**config.mk**
```make
export PLATFORM = sky130hd
export DESIGN_NAME = bht_two_bit_predictor
export DESIGN_NICKNAME = d
export VERILOG_FILES = /design/src/rtl/bht_two_bit_predictor.sv
export SDC_FILE = /design/constraint.sdc
export NUM_CORES = 1
export LEC_CHECK = 0
export ABC_AREA = 1
export ABC_CLOCK_PERIOD_IN_PS = 5250
export CAP_MARGIN = 20
export CORE_UTILIZATION = 35
export DETAILED_ROUTE_END_ITERATION = 16
export PLACE_DENSITY_LB_ADDON = 0.3
export SLEW_MARGIN = 40
export SYNTH_ARGS = -nofsm -noshare
export SYNTH_HDL_FRONTEND = slang
export SYNTH_SLANG_ARGS = --single-unit
export TNS_END_PERCENT = 1
```
**constraint.sdc**
```tcl
create_clock -name clk -period 5.25 [get_ports clk]
set_input_delay 1.05 -clock clk [delete_from_list [all_inputs] [get_ports clk]]
set_output_delay 1.05 -clock clk [all_outputs]
set_load 0.01 [all_outputs]
```
**src/rtl/bht_two_bit_predictor.sv**
```systemverilog
// Branch history table of 2-bit saturating counters with optional gshare-style
// global history folded into the index. Lookup is combinational; updates land on clk.
module bht_two_bit_predictor #(
  parameter int         num_addr_bits = 5,
  parameter int         ghr_bits      = 0,
  parameter logic [1:0] init_state    = 2'b01,
  localparam int        GHR_W         = (ghr_bits > 0) ? ghr_bits : 1
) (
  input  logic             clk,
  input  logic             reset,
  input  logic [15:0]      mem_address_IF,
  input  logic             br_instruction,
  output logic             prediction,
  input  logic [15:0]      mem_address_WB,
  input  logic             taken,
  input  logic             not_taken,
  output logic [GHR_W-1:0] ghr_out,
  output logic [15:0]      update_count
);

  localparam int ENTRIES = 1 << num_addr_bits;

  logic [1:0]               r_table [0:ENTRIES-1];
  logic [GHR_W-1:0]         r_ghr;
  logic [15:0]              r_update_count;

  logic [num_addr_bits-1:0] w_ghr_ext;
  logic [num_addr_bits-1:0] w_if_idx;
  logic [num_addr_bits-1:0] w_wb_idx;
  logic [GHR_W-1:0]         w_ghr_next;
  logic                     w_upd_taken;
  logic                     w_upd_not_taken;
  logic                     w_upd_any;
  logic [1:0]               w_if_entry;
  logic [1:0]               w_wb_entry;
  logic [3:0]               w_unused_addr;

  function automatic logic [1:0] sat_inc(input logic [1:0] c);
    if (c == 2'b11) begin
      sat_inc = 2'b11;
    end else begin
      sat_inc = c + 2'b01;
    end
  endfunction

  function automatic logic [1:0] sat_dec(input logic [1:0] c);
    if (c == 2'b00) begin
      sat_dec = 2'b00;
    end else begin
      sat_dec = c - 2'b01;
    end
  endfunction

  // Word-aligned PC bits and bits above the index never reach the table.
  assign w_unused_addr = {mem_address_IF[0], mem_address_WB[0],
                          ^mem_address_IF[15:num_addr_bits+1],
                          ^mem_address_WB[15:num_addr_bits+1]};

  always_comb begin
    w_ghr_ext              = '0;
    w_ghr_ext[GHR_W-1:0]   = r_ghr;
  end

  assign w_if_idx = mem_address_IF[num_addr_bits:1] ^ w_ghr_ext;
  assign w_wb_idx = mem_address_WB[num_addr_bits:1] ^ w_ghr_ext;

  assign w_upd_taken     = taken & ~not_taken;
  assign w_upd_not_taken = not_taken & ~taken;
  assign w_upd_any       = w_upd_taken | w_upd_not_taken;

  // History shift; with no history configured the register stays pinned at zero.
  generate
    if (ghr_bits > 1) begin : g_ghr_multi
      assign w_ghr_next = {r_ghr[GHR_W-2:0], taken};
    end else if (ghr_bits == 1) begin : g_ghr_single
      assign w_ghr_next = taken;
    end else begin : g_ghr_none
      assign w_ghr_next = '0;
    end
  endgenerate

  assign w_if_entry = r_table[w_if_idx];
  assign w_wb_entry = r_table[w_wb_idx];

  // Reads see the pre-update counter; writes become visible next cycle.
  assign prediction   = br_instruction & w_if_entry[1];
  assign ghr_out      = r_ghr;
  assign update_count = r_update_count;

  always_ff @(posedge clk) begin
    if (reset) begin
      for (int i = 0; i < ENTRIES; i++) begin
        r_table[i] <= init_state;
      end
    end else if (w_upd_taken) begin
      r_table[w_wb_idx] <= sat_inc(w_wb_entry);
    end else if (w_upd_not_taken) begin
      r_table[w_wb_idx] <= sat_dec(w_wb_entry);
    end
  end

  always_ff @(posedge clk) begin
    if (reset) begin
      r_ghr          <= '0;
      r_update_count <= 16'h0000;
    end else if (w_upd_any) begin
      r_ghr          <= w_ghr_next;
      r_update_count <= r_update_count + 16'h0001;
    end
  end

endmodule
```
**Word level (Yosys, flattened, before mapping)**

Memory sizes are Yosys's and may differ from the RTL's.
Cells that the tools add are included.
W data, S select, Z words.

- Output and inout bits: 18
- Logic and storage cells: 35
- Memories kept: 1
- Input bits: 37
- Bits in writable memories: 64
- Register bits after elaboration: 16

Memories:

| memory | words | bits a word | read ports | clocked after Yosys merged registers in | write ports | line | source |
|---|---|---|---|---|---|---|---|
| r_table | 32 | 2 | 2 | 0 | 32 | 23 | `logic [1:0] r_table [0:ENTRIES-1];` |

- Add/subtract/negate cells: 3
- Reductions and logical operators: 2
- Multiplexer cells: 20
- Bitwise logic cells: 7
- Eq/ne operators: 1

Operator list:

| operator | count |
|---|---|
| $mux W2 | 9 |
| $add A16 B1 Y16 const B | 1 |
| $mux W1 | 10 |
| $mux W5 | 1 |
| $and A1 B1 Y1 | 3 |
| $add A2 B1 Y2 const B | 1 |
| $eq A2 B2 Y1 const B | 1 |
| $logic_not A2 Y1 | 1 |
| $not A1 Y1 | 2 |
| $or A1 B1 Y1 | 2 |
| $reduce_or A2 Y1 | 1 |
| $sub A2 B1 Y2 const B | 1 |

**Logic depth before layout (Yosys ltp)**

Gate-level depths: netlist of the first run.

- Depth after elaboration: 9
- Gate-level depth with buffers: 16
- Gate-level depth less buffers: 13

**Worst setup path after synthesis of the first run**

OpenSTA, ideal clock, no wires.

- Path type: input to output
- Start point: input port mem_address_IF[1]
- End point: output port prediction
- Setup slack: 2.234 ns
- Arrival time: 1.966 ns
- Cell stages on the path: 8
- Buffers on the path: 1
- Required time: 4.200 ns
- Path through: inv_1 > clkbuf_1 > nand2_1 > nand3_1 > nand3_1 > a21oi_1 > o21ai_0 > nor2_1

- Longest elaborated chain between the ends: 2

Ends and longest elaborated chain:

| element | line | source |
|---|---|---|
| start, declared | 11 | `input logic [15:0] mem_address_IF,` |
| $mem_v2 Z32 W2 | n/a |  |
| $and A1 B1 Y1 | 86 | `assign prediction = br_instruction & w_if_entry[1];` |
| end, declared | 13 | `output logic prediction,` |

No other way between the ends.

**Worst setup path after layout of the first run**

Same ends and word-level chain as after synthesis.

==> results by group, run 1 <==
Floorplanning
  – Die H: 117 um
  – Starting density of the core: 0.363
  – Die area: 13700 um^2
  – Io pins: 55
  – CORE AREA: 12800 um^2
  – Std cell rows: 41
  – Die X-Extent: 117 um

Job
  – Max-Cap Viols: 0

STA
  – Slew @ Worst Pin: 0.534 ns
  – Period utilisation layout: 0.838
  – Fmax achieved: 227 MHz
  – Relative slew margins: 0.643
  – Final hold violation count: 0
  – Fin. max-slew vios: 0
  – Max Clock Skew: 0.00667 ns
  – RSZ-0062 raised after global routing: no
  – Fin crit period: 4.40 ns
  – Setup violators final: 0
  – Total negative slack: 0 ns

Outcome
  – Outcome: finished clean

Worst setup path
  – Worst Reg2Reg Path Length in Cells: 12
  – R2R Path End: r_table[21][0]
  – CP Max Fanout: 12
  – FF-to-FF Start: r_table[25][1]
  – Worst Path Required: 4.20 ns
  – CP max stage delay: 0.61 ns
  – Worst Path Class, Setup: in2out
  – Reg2Reg Setup Slack: 2.98 ns
  – Crit-path cells: clkdlybuf4s50_1, inv_1, nor2_1, nor2_1, o21ai_0, o211ai_1, nand3_1, nand2_1, nor2_1, nor2_1, clkdlybuf4s50_1
  – Worst EP arrival: 3.35 ns
  – Cell mode on critical path: nor2_1
  – CP Launch Type: input pin
  – Slowest-stage cell, CP: clkdlybuf4s50_1
  – Critical path capture point type: output pin

Clocking
  – Hold_buf cts: 0
  – Root Buffer Master: clkbuf_16
  – Htree depth: 3
  – Clk slew on worst S/H paths: 0.06 ns
  – CTS tree: done
  – Worst-Skew Late Latency: 0.35 ns
  – Sink Count: 80
  – CTS Buffer Depth: 2
  – Cts repair resizes: 0
  – Post-CTS Setup Bufs: 0
  – CTS buffer count: 9

Placed design
  – Dpl cells: 792
  – Final RePlAce weighted congestion: 0.833
  – Post-DP HPWL: 7790 um
  – Port Buf Inserts: 31

Logic synthesis
  – Seq cells post-synth: 80
  – Synth unique cells: 31
  – Post-synthesis adder-cell area fraction: 0.00809
  – Simple-gate share of the synthesized area: 0.293
  – Area contributors post-synth: edfxtp_1 (41%), nand2_1 (18%), dfxtp_1 (6.9%)
  – Largest family of logic cells by synthesized area: simple AND/OR/NAND/NOR gates
  – Share of the synthesized area in the top cell type: 0.414
  – Synth Flop Type: edfxtp_1
  – Synth Net Count: 649
  – Post-synth EDFFs: 64
  – Yosys top cell by area: edfxtp_1
  – XOR/XNOR Fraction of Synth Area: 0.00377
  – Cell Area, Synth: 4640 um^2
  – Compound-Gate Fraction of Synth Area: 0.110
  – Ys async rst share: 0
  – Syn avg cell area: 7.62 um^2
  – Warnings, synthesis: 0
  – Most frequent cells after synthesis: nand2_1 (217), inv_1 (75), edfxtp_1 (64)
  – Count leader, synth: nand2_1
  – Multiplexer area fraction after synthesis: 0
  – Post-synthesis sequential area ratio: 0.483
  – Post-Syn Instances: 609

Pwr
  – Worst VDD drop: 0.146 mV
  – Leak: 1.98 nW
  – Cell Pwr Density: 281 nW/um^2

Finish
  – Area occupied by multi-input gates: 1930 um^2
  – Reg area: 2240 um^2
  – Nets: 671
  – Layout overhead on the synthesized area: 14.7%
  – Filler cells: 1289
  – Ant diodes: 0
  – Non-filler instance count after layout: 808
  – Layout cells sized above 1: 0.0849

Global routing
  – Initial antenna violation count: 0
  – First-pass GRT wire length: 19000 um
  – Largest net degree at the start of global routing: 41
  – Gr usage total: 0.187
  – Grt total ovfl: 0
  – Vias in the first global route: 3900

Routing
  – DRC viols: 0
  – Total wire length: 11800 um
  – DR iter-0 viols: 325
  – Via-to-Cell Ratio: 4.94
  – Drt pass-1 iters: 6
  – Post-route ant nets: 0
  – DR WL/cell: 14.6 um
  – Via count: 3993

Worst hold path
  – Endpoint of the worst hold path: update_count[15]
  – HP Class: reg2reg
  – Cells on Worst Hold Path: 2
  – Worst hold start: update_count[15]
cells by family after synthesis:
| group | Yosys count |
|---|---|
| xor+xnor | 2 |
| fa+ha+maj | 3 |
| buf+inv | 104 |
| simple gates | 335 |
| compound gates | 84 |
| other cells | 1 |
| flops | 80 |
sequential cells by signal, indices dropped and copies added, names as in the netlist:
register      flops
update_count     16
r_table          64
how the worst max path moves through the flow:
stage,endpoint,from,cells after the start,slack (ns)
final,prediction,mem_address_IF[1],11,0.85
after detailed placement,prediction,mem_address_IF[1],11,0.87
after global placement,prediction,mem_address_IF[1],11,0.90
after global routing,prediction,mem_address_IF[1],11,0.63
after CTS,prediction,mem_address_IF[1],11,0.86
after floorplan,prediction,mem_address_IF[1],8,2.23
layout by cell type, fill, tap and decap left out, types with 4 or more instances in the layout:
| cell type | Yosys | final |
|---|---|---|
| inv_1 | 75 | 75 |
| o21ai_0 | 24 | 24 |
| dfxtp_1 | 16 | 16 |
| nor2_2 | 4 | 4 |
| nand2_2 | 4 | 4 |
| nor3_1 | 18 | 18 |
| clkbuf_16 | 0 | 9 |
| clkdlybuf4s50_1 | 0 | 31 |
| a21oi_2 | 19 | 19 |
| edfxtp_1 | 64 | 64 |
| nor2_1 | 62 | 62 |
| buf_4 | 3 | 7 |
| nand3_1 | 24 | 24 |
| o21ai_1 | 4 | 4 |
| a21oi_1 | 31 | 31 |
| nand2_1 | 217 | 217 |
power by group:
group          internal, W  switching [W]
Clock             0.000334       0.000260
Combinational    0.0000545       0.000143
Sequential        0.000696     0.00000858
Total              0.00108       0.000412
final cells by class:
| class | instances | area share |
|---|---|---|
| clock buffer | 10 | 0.0449 |
| clock inverter | 6 | 0.00846 |
| inverter | 77 | 0.0543 |
| multi-input combinational | 425 | 0.362 |
| sequential | 80 | 0.421 |
| tap | 172 | 0.0404 |
| timing repair buffer | 38 | 0.0682 |
through the flow:
step / hold slack (ns) / power, W / worst slack, ns / util / instance area (um^2)
2_1_floorplan: 0.499 / 0.000860 / 2.23 / - / 4640
3_3_place_gp: 0.483 / 0.000912 / 0.901 / 0.394 / 5040
3_5_place_dp: 0.504 / 0.000915 / 0.874 / 0.394 / 5040
4_1_cts: 0.515 / 0.00151 / 0.861 / 0.417 / 5320
5_1_grt: 0.534 / 0.00155 / 0.629 / 0.417 / 5320
6_report: 0.519 / 0.00150 / 0.849 / 0.417 / 5320
metal layers:
layer | track usage | wire, um | up-vias
met3 | 0.0381 | 606 | 23
met4 | 0.0962 | 285 | 0
met1 | 0.230 | 5330 | 1856
met2 | 0.311 | 5580 | 126
li1 | - | - | 1988
met5 | 0 | 0 | -
critical path, delay by kind of cell:
kind            cells  cell delay [ns]
compound gates      2             0.25
buf+inv             3             1.56
simple gates        6             0.47
Note: power is estimated with default switching activity, not from simulation.
==> inputs of run 2 (changes only) <==
- ABC_CLOCK_PERIOD_IN_PS: 5250 -> 4190
- clock period: 5.25 -> 4.19 ns (I/O delays scaled with it)
==> run 2 against run 1 <==
Flip-flop and latch count is the same. Final cell count grew 0.25%. Design area grew 0.61%. Global-route usage is essentially flat. Combinational power grew 27%. Total power grew 28%. Largest cell class unchanged. Largest power group unchanged.
==> results by group, run 2 (synthesis gave the netlist of run 1 again) <==
STA
  – Period utilisation layout: 0.884
  – Worst setup margin: 0.485 ns (-0.364 ns)
  – Setup violators final: 0 (unchanged)
  – Total negative slack: 0 ns (unchanged)
  – WHS: 0.508 ns (-0.0107 ns)
  – RSZ-0062 raised after global routing: no
  – Fmax achieved: 270 MHz
  – Final hold violation count: 0 (unchanged)
  – Fin. max-slew vios: 0 (unchanged)
  – Max Clock Skew: 0.00897 ns (+0.00230 ns)
  – Fin crit period: 3.71 ns

Global routing
  – Initial antenna violation count: 0 (unchanged)
  – First-pass GRT wire length: 19000 um (about the same)
  – Largest net degree at the start of global routing: 41 (unchanged)
  – Vias in the first global route: 3951 (+1.3%)
  – Grt total ovfl: 0 (unchanged)
  – Gr usage total: 0.187 (-0.000319)

Routing
  – Via-to-Cell Ratio: 4.95 (+0.25%)
  – Total wire length: 11700 um (-0.53%)
  – DR WL/cell: 14.5 um (-0.78%)
  – Post-route ant nets: 0 (unchanged)
  – Via count: 4013 (+0.50%)
  – DRC viols: 0 (unchanged)
  – Drt pass-1 iters: 5 (-1)
  – DR iter-0 viols: 328 (+0.92%)

Clocking
  – Cts repair resizes: 0 (unchanged)
  – Worst-Skew Late Latency: 0.35 ns (about the same)
  – Hold_buf cts: 0 (unchanged)
  – Clk slew on worst S/H paths: 0.06 ns (about the same)
  – CTS Buffer Depth: 2 (unchanged)
  – Post-CTS Setup Bufs: 0 (unchanged)
  – Sink Count: 80 (unchanged)
  – CTS tree: done
  – Htree depth: 3 (unchanged)
  – Root Buffer Master: clkbuf_16
  – CTS buffer count: 9 (unchanged)

Pwr
  – Combinational share of power: 0.131 (about the same)
  – Share of total power in the clock network: 0.407 (+0.010)
  – Reg power frac: 0.461 (-0.010)
  – Overall power: 0.00192 W (+28%)
  – Switching Share: 0.267 (-0.00825)
  – Worst VDD drop: 0.202 mV (+38%)
  – Cell Pwr Density: 358 nW/um^2 (+27%)
  – Leak: 2.00 nW (+1.0%)
  – Net switching power figure: 0.000512 W (+24%)
  – Cell Int Power: 0.00140 W (+29%)

Placed design
  – Port Buf Inserts: 31 (unchanged)
  – Post-Place Setup Slack: 0.500 ns (-0.374 ns)
  – Post-DP HPWL: 7950 um (+2.0%)
  – Dpl cells: 794 (+0.25%)
  – Final RePlAce weighted congestion: 0.865 (+3.9%)

Worst setup path
  – Worst Reg2Reg Path Length in Cells: 11 (-1)
  – FF-to-FF Start: r_table[9][1]
  – Critical path capture point type: output pin
  – Worst EP arrival: 2.87 ns (-0.48 ns)
  – CP Max Fanout: 12 (unchanged)
  – Crit. Startpoint: mem_address_IF[1]
  – R2R Path End: r_table[12][1]
  – Worst Path Class, Setup: in2out
  – Worst Path Required: 3.35 ns (-0.85 ns)
  – Reg2Reg Setup Slack: 2.10 ns (-0.88 ns)
  – CP Launch Type: input pin

Worst hold path
  – Endpoint of the worst hold path: update_count[7]
  – Cells on Worst Hold Path: 2 (unchanged)
  – HP Class: reg2reg
  – Worst hold start: update_count[7]

Finish
  – Commonest non-fill, non-tap cell in the layout: nand2_1
  – Layout overhead on the synthesized area: 15.4%
  – Nets: 673 (+0.30%)
  – Ant diodes: 0 (unchanged)
  – Largest Register: r_table
  – Non-filler instance count after layout: 810 (+0.25%)
  – Commonest non-fill, non-tap cells in the layout: nand2_1 (217), inv_1 (75), edfxtp_1 (64), nor2_1 (62)
  – Layout cells sized above 1: 0.0878 (+0.00287)
  – Max FFs per register: 64 (unchanged)

Outcome
  – Outcome: finished clean

Floorplanning
  – Std cell rows: 41 (unchanged)
  – Die X-Extent: 117 um (unchanged)
  – Starting density of the core: 0.363 (unchanged)
  – Io pins: 55 (unchanged)
  – Die H: 117 um (unchanged)
  – CORE AREA: 12800 um^2 (unchanged)
  – Die area: 13700 um^2 (unchanged)

Job
  – Max-Cap Viols: 0 (unchanged)
run 2: layer usage:
| metal | routed length (um) | part of all wire | GRT usage |
|---|---|---|---|
| met4 | 198 | 0.017 | 0.0641 |
| met5 | 0 | 0 | 0 |
| met2 | 5520 | 0.47 | 0.315 |
| met3 | 792 | 0.067 | 0.0541 |
| met1 | 5230 | 0.45 | 0.228 |
run 2: area by class of cell:
cell class              instances  area [um^2]
clock buffers                  10          229
clock inverters                 6         60.1
fillers                      1279         7420
inverters                      77          289
multi-input cells             425         1930
flip-flops and latches         80         2240
well taps                     172          215
repair buffers                 40          390
run 2: worst max path at each step:
stage | endpoint | slack, ns | depth (start not counted)
after floorplan | prediction | 1.60 | 8
after global placement | prediction | 0.54 | 9
after detailed placement | prediction | 0.50 | 11
after CTS | prediction | 0.49 | 11
after global routing | prediction | 0.28 | 11
final | prediction | 0.48 | 9
run 2: power by group through the flow:
stage	Combinational (W)	Sequential (W)	Clock [W]
final	0.000252	0.000884	0.000780
after global routing	0.000278	0.000885	0.000822
after CTS	0.000252	0.000884	0.000793
after detailed placement	0.000252	0.000901	0
after global placement	0.000248	0.000900	0
after floorplan	0.000180	0.000897	0
run 2: critical path, cell delays in order:
cell and delay (ns):
clkdlybuf4s50_1 0.43, inv_1 0.32, nand2_1 0.09, nand3_1 0.09, nand3_1 0.08, a21oi_1 0.23
o21ai_0 0.12, nor2_1 0.12, clkdlybuf4s50_1 0.55
run 2: per-stage QoR:
step | cell area (um^2) | utilization
floorplan | 4640 | -
global placement | 5070 | 0.397
detailed placement | 5070 | 0.397
CTS | 5360 | 0.419
global route | 5360 | 0.419
finish | 5360 | 0.419
